$ cat config.mk
export PLATFORM = sky130hd
export DESIGN_NAME = mole_field_ctrl
export DESIGN_NICKNAME = d
export VERILOG_FILES = /design/src/rtl/mole_field_ctrl.sv
export SDC_FILE = /design/constraint.sdc
export NUM_CORES = 1
export LEC_CHECK = 0
export CAP_MARGIN = 20
export CORE_ASPECT_RATIO = 0.7
export CORE_MARGIN = 4
export CORE_UTILIZATION = 35
export CTS_BUF_LIST = sky130_fd_sc_hd__clkbuf_4 sky130_fd_sc_hd__clkbuf_8
export DETAILED_ROUTE_END_ITERATION = 10
export DONT_BUFFER_PORTS = 1
export PLACE_DENSITY = 0.47
export SKIP_LAST_GASP = 1
export SYNTH_ARGS = -nofsm -noshare
export SYNTH_HDL_FRONTEND = slang
export SYNTH_SLANG_ARGS = --single-unit
$ cat constraint.sdc
create_clock -name CLOCK_50 -period 14 [get_ports CLOCK_50]
set_clock_uncertainty 0.2 [all_clocks]
set_input_delay 1.4 -clock CLOCK_50 [delete_from_list [all_inputs] [get_ports CLOCK_50]]
set_output_delay 1.4 -clock CLOCK_50 [all_outputs]
set_load 0.1 [all_outputs]
$ cat src/rtl/mole_field_ctrl.sv
// Whac-A-Mole field controller: spawns moles, scores switch edges, sequences up/gap windows.
// Optional MOLE_SPEEDUP_EN shortens the up window after runs of clean rounds.
//
// state | meaning
// IDLE  | waiting for start, mask cleared, score/combo held
// SPAWN | placing one mole per cycle, MAX_MOLES cycles
// UP    | moles visible, switch edges scored, ends on clear or timeout
// GAP   | all moles down, switch edges ignored
module mole_field_ctrl #(
  parameter int          NUM_HOLES   = 18,
  parameter int          MAX_MOLES   = 3,
  parameter int          CLKS_PER_MS = 50000,
  parameter int          UP_MS       = 1000,
  parameter int          GAP_MS      = 250,
  parameter logic [15:0] LFSR_SEED   = 16'hACE1
) (
  input  logic                 CLOCK_50,
  input  logic                 rst_n,
  input  logic                 start,
  input  logic                 stop,
  input  logic [NUM_HOLES-1:0] sw,
  output logic [NUM_HOLES-1:0] mole_positions,
  output logic                 hit_pulse,
  output logic                 miss_pulse,
  output logic [15:0]          score,
  output logic [7:0]           combo,
  output logic [1:0]           state
);

  localparam int MAXW = (UP_MS > GAP_MS) ? UP_MS : GAP_MS;
  localparam int TW   = $clog2(MAXW + 1);
  localparam int CW   = $clog2(CLKS_PER_MS + 1);
  localparam int SCW  = $clog2(MAX_MOLES + 1);
  localparam int PW   = $clog2(NUM_HOLES + 1);

  typedef enum logic [1:0] {IDLE = 2'b00, SPAWN = 2'b01, UP = 2'b10, GAP = 2'b11} st_t;

  st_t                  st;
  logic [CW-1:0]        ms_cnt;
  logic [TW-1:0]        ms_left;
  logic [SCW-1:0]       spawn_cnt;
  logic [15:0]          lfsr;
  logic [NUM_HOLES-1:0] sw_q;
  logic [NUM_HOLES-1:0] edges, hits, misses, mask_after, place;
  logic [PW-1:0]        hit_cnt;
  logic [16:0]          score_sum;
  logic [8:0]           combo_sum;
  logic                 tick, timeout, up_done, escape, found;
  logic [TW-1:0]        win;
  int                   cand;

  assign state   = st;
  assign tick    = (st != IDLE) && (ms_cnt == CW'(CLKS_PER_MS - 1));
  assign timeout = tick && (ms_left == TW'(1));

  always_ff @(posedge CLOCK_50 or negedge rst_n) begin
    if (!rst_n) begin
      lfsr <= LFSR_SEED;
      sw_q <= '0;
    end else begin
      lfsr <= {lfsr[14:0], lfsr[15] ^ lfsr[13] ^ lfsr[12] ^ lfsr[10]};
      sw_q <= sw;
    end
  end

  always_comb begin
    edges      = sw & ~sw_q;
    hits       = edges & mole_positions;
    misses     = edges & ~mole_positions;
    mask_after = mole_positions & ~hits;
    hit_cnt    = '0;
    for (int i = 0; i < NUM_HOLES; i++) hit_cnt = hit_cnt + PW'(hits[i]);
    score_sum  = {1'b0, score} + 17'(hit_cnt);
    combo_sum  = {1'b0, combo} + 9'(hit_cnt);
    up_done    = (st == UP) && !stop && ((mask_after == '0) || timeout);
    escape     = up_done && (mask_after != '0);
  end

  // First free hole at or above the candidate, wrapping past the top.
  always_comb begin
    cand  = int'(lfsr % 16'(NUM_HOLES));
    place = '0;
    found = 1'b0;
    for (int j = 0; j < NUM_HOLES; j++) begin
      if (!found && j >= cand && !mole_positions[j]) begin
        place[j] = 1'b1;
        found    = 1'b1;
      end
    end
    for (int j = 0; j < NUM_HOLES; j++) begin
      if (!found && j < cand && !mole_positions[j]) begin
        place[j] = 1'b1;
        found    = 1'b1;
      end
    end
  end

`ifdef MOLE_SPEEDUP_EN
  localparam int STEP  = UP_MS / 8;
  localparam int FLOOR = UP_MS / 4;
  logic [1:0] clean_rounds;

  always_ff @(posedge CLOCK_50 or negedge rst_n) begin
    if (!rst_n) begin
      win          <= TW'(UP_MS);
      clean_rounds <= '0;
    end else if (st == IDLE && start && !stop) begin
      win          <= TW'(UP_MS);
      clean_rounds <= '0;
    end else if (up_done) begin
      if (escape) begin
        clean_rounds <= '0;
      end else if (clean_rounds == 2'd3) begin
        clean_rounds <= '0;
        win <= (win < TW'(FLOOR + STEP)) ? TW'(FLOOR) : win - TW'(STEP);
      end else begin
        clean_rounds <= clean_rounds + 2'd1;
      end
    end
  end
`else
  assign win = TW'(UP_MS);
`endif

  always_ff @(posedge CLOCK_50 or negedge rst_n) begin
    if (!rst_n) begin
      st             <= IDLE;
      mole_positions <= '0;
      score          <= '0;
      combo          <= '0;
      hit_pulse      <= 1'b0;
      miss_pulse     <= 1'b0;
      ms_cnt         <= '0;
      ms_left        <= '0;
      spawn_cnt      <= '0;
    end else begin
      hit_pulse  <= 1'b0;
      miss_pulse <= 1'b0;
      if (tick) begin
        ms_cnt  <= '0;
        ms_left <= ms_left - 1'b1;
      end else if (st != IDLE) begin
        ms_cnt <= ms_cnt + 1'b1;
      end

      if (stop && st != IDLE) begin
        st             <= IDLE;
        mole_positions <= '0;
        ms_cnt         <= '0;
      end else begin
        case (st)
          IDLE: begin
            if (start && !stop) begin
              score          <= '0;
              combo          <= '0;
              mole_positions <= '0;
              st             <= SPAWN;
              ms_cnt         <= '0;
              spawn_cnt      <= '0;
            end
          end
          SPAWN: begin
            mole_positions <= mole_positions | place;
            if (spawn_cnt == SCW'(MAX_MOLES - 1)) begin
              st      <= UP;
              ms_cnt  <= '0;
              ms_left <= win;
            end else begin
              spawn_cnt <= spawn_cnt + 1'b1;
            end
          end
          UP: begin
            hit_pulse      <= |hits;
            miss_pulse     <= |misses;
            score          <= score_sum[16] ? 16'hFFFF : score_sum[15:0];
            combo          <= (|misses) ? 8'h00 : (combo_sum[8] ? 8'hFF : combo_sum[7:0]);
            mole_positions <= mask_after;
            // Hits in the timeout cycle are scored above; only survivors escape.
            if (up_done) begin
              st      <= GAP;
              ms_cnt  <= '0;
              ms_left <= TW'(GAP_MS);
              if (escape) begin
                combo          <= '0;
                mole_positions <= '0;
              end
            end
          end
          GAP: begin
            mole_positions <= '0;
            if (timeout) begin
              st        <= SPAWN;
              ms_cnt    <= '0;
              spawn_cnt <= '0;
            end
          end
          default: st <= IDLE;
        endcase
      end
    end
  end

endmodule

==> results.cfg <==
[finish]
layout.nets = 1543
drive_gt1_share_pct = 11.7
fillCellCount = 3369
final_util_pct = 38.1
final_area_sq_mm = 0.0124
diodes = 0
areaGrowthSynthToFinish_pct = 6.98

[synthesis]
synth_cells = 1489
yosysMostFrequentCell = nor2_1
synth_top_cells_by_area = dfrtp_1, a21oi_1, nor2_1
synthesis.area_sq_mm = 0.0116
synth_seq_cells = 108
yosys_warnings = 0
synth_cell_type_count = 116
ys_seq_area_share_pct = 23.4
ys_async_sr_fraction_pct = 100
syn_avg_cell_area_sq_um = 7.77
ys_top_cells_by_count = nor2_1, nand2_1, a21oi_1
ys.flop_type = dfrtp_1
synth_top_cell_by_area = dfrtp_1
synth_top_area_share_pct = 21.6
synth_edf_count = 0
syn_nets = 1557

[pwr]
power_switching_share_pct = 41.7
power_frac_clock_pct = 25.6
power-per-cell-area_mw_per_mm2 = 64.9
comb_power_share_pct = 27.8
p_leak_nw = 5.35
ir_drop_uv = 59.5
seqPwrFrac_pct = 46.6
p_int_w = 0.000469
p_sw_w = 0.000335

[placed_design]
gp_congestion = 0.934
port_buffers = 0
dp_hpwl_um = 30700
placedInstanceArea_sq_mm = 0.0121

[min_path]
hold_class = register to register
min_path_cells = 0
holdPathEnd = lfsr[7]
hp-start = lfsr[6]

[setup_path]
crit_path_max_incr_delay_ns = 0.57
cp.required_ns = 14.13
reg2reg_from = lfsr[14]
worst-r2r-cell-count = 45
critPathArrivalTime_ns = 13.17
cp_slowest_cell = dfrtp_1
r2r_slack_ns = 0.96
critical_path.endpoint_type = register
startpoint_type = register
critical_path_class = register to register
cp_max_fo = 16
r2r_end = mole_positions[12]

[drt]
totalWireLength_um = 39200
drc = 0
route.vias.total = 11400
routedWlPerCell_um = 20.6
ant_nets = 0
first_pass_iters = 6
drtIter0Drc = 1258
via_per_inst = 5.99

[grt]
overflow = 0
grt_pass1_wl_um = 62000
grt_pass1_vias = 10400
grt_max_degree = 109
track_usage_pct = 21.3
antenna_found_initial = 0

[timing]
relSlewSlack_pct = 31.1
setup_violations = 0
finalMaxSlewViolations = 0
whs_ns = 0.266
post-route-min-period_ns = 13.04
max_freq_mhz = 76.7
worst_pin_slew_ns = 1.03
finalCritPeriodShare_pct = 93.1
hold_viol = 0

[clocking]
htreeDepth = 3
clkSinkCount = 108
cts_tree = yes
numCtsBuffers = 9
ctsHoldBuffers = 0
clock-root-buffer = clkbuf_8
cts_max_path_buffers = 2
clk_transition_reported_paths_ns = 0.13
clock_latency_ns = 0.42

[floorplanning]
core_sq_mm = 0.0325
die_area_sq_mm = 0.0361
rows = 55
die_w_um = 225
start_util_pct = 35.6
ios = 68
chipHeight_um = 160

[outcome]
status = completed

[job]
drv_cap = 0
routing by layer:
| layer | vias up | global-route usage (%) | share of wire, % |
|---|---|---|---|
| met3 | 33 | 4.70 | 8.0 |
| met5 | - | 0 | 0 |
| li1 | 5491 | - | - |
| met1 | 5505 | 35.5 | 52 |
| met4 | 0 | 4.17 | 1.6 |
| met2 | 402 | 27.0 | 38 |
final cells by class:
class	count	area, sq um	area share [%]
tap	427	534	4.31
sequential	108	2710	21.9
clock buffer	10	138	1.11
inverter	63	238	1.92
timing repair buffer	42	315	2.55
multi-input combinational	1251	8380	67.7
clock inverter	6	62.6	0.505
registers in the layout, summed over array words and instances, names as in the netlist:
signal	flops
combo	8
hit_pulse	1
lfsr	16
miss_pulse	1
mole_positions	18
ms_cnt	16
ms_left	10
score	16
spawn_cnt	2
state	2
sw_q	18
timing repair:
item | CTS | global route
buffers inserted | 0 | 6
resized for setup | 0 | 13
setup endpoints to repair | 0 | 18
power groups by stage:
stage	combinational (W)	sequential (W)	clock, W
2_1_floorplan	0.000156	0.000383	0
3_3_place_gp	0.000221	0.000381	0
3_5_place_dp	0.000220	0.000381	0
4_1_cts	0.000221	0.000375	0.000216
5_1_grt	0.000250	0.000378	0.000228
6_report	0.000223	0.000375	0.000206
worst max-delay path: cells and delay by family (launching register included):
kind	cells	cell delay, ns
simple gates	10	2.67
xor+xnor	1	0.34
fa+ha+maj	2	0.77
compound gates	25	6.58
mux	3	1.12
flops	1	0.57
buf+inv	4	0.69
how the worst max path moves through the flow:
| stage | start | slack [ns] | to |
|---|---|---|---|
| 6_report | lfsr[14] | 0.96 | mole_positions[12] |
| 5_1_grt | lfsr[14] | -0.02 | mole_positions[12] |
| 4_1_cts | lfsr[14] | 0.44 | mole_positions[12] |
| 3_5_place_dp | lfsr[14] | 0.50 | mole_positions[12] |
| 3_3_place_gp | lfsr[14] | 0.71 | mole_positions[12] |
| 2_1_floorplan | lfsr[13] | 2.09 | mole_positions[16] |
through the flow:
step | cells | TNS (ns) | total power, W | setup slack (ns)
2_1_floorplan | 1489 | 0 | 0.000540 | 2.09
3_3_place_gp | 1885 | 0 | 0.000602 | 0.706
3_5_place_dp | 1885 | 0 | 0.000601 | 0.502
4_1_cts | 1901 | 0 | 0.000813 | 0.444
5_1_grt | 1907 | -0.0163 | 0.000856 | -0.0163
6_report | 1907 | 0 | 0.000804 | 0.961
layout by cell type (no fill, tap or decap), types with 10 or more instances in the layout:
master / count
and3_1: 32
a21o_1: 19
o21ai_0: 99
nor2b_1: 25
o211ai_1: 11
a22o_1: 12
nand2_1: 142
nor3_1: 35
nand4_1: 14
o31ai_1: 14
a31oi_1: 23
inv_1: 60
a31o_2: 10
nor4_1: 18
nor2_1: 147
o21a_1: 11
and2_1: 27
ha_1: 32
clkbuf_8: 10
fa_1: 14
o21ai_1: 11
dfrtp_1: 100
buf_4: 42
xor2_1: 20
nand3_1: 46
nand2b_1: 41
o22ai_1: 25
xnor2_1: 44
a21oi_1: 111
or3_1: 14
mux2i_1: 13
kinds of logic after synthesis:
family | Yosys count | share of synthesized area [%]
compound gates | 501 | 30.8
simple gates | 613 | 27.7
buf+inv | 130 | 4.81
xor+xnor | 67 | 5.13
fa+ha+maj | 49 | 6.15
flops | 108 | 23.4
mux | 21 | 1.96
No activity file was read; power rests on OpenSTA's default activity.
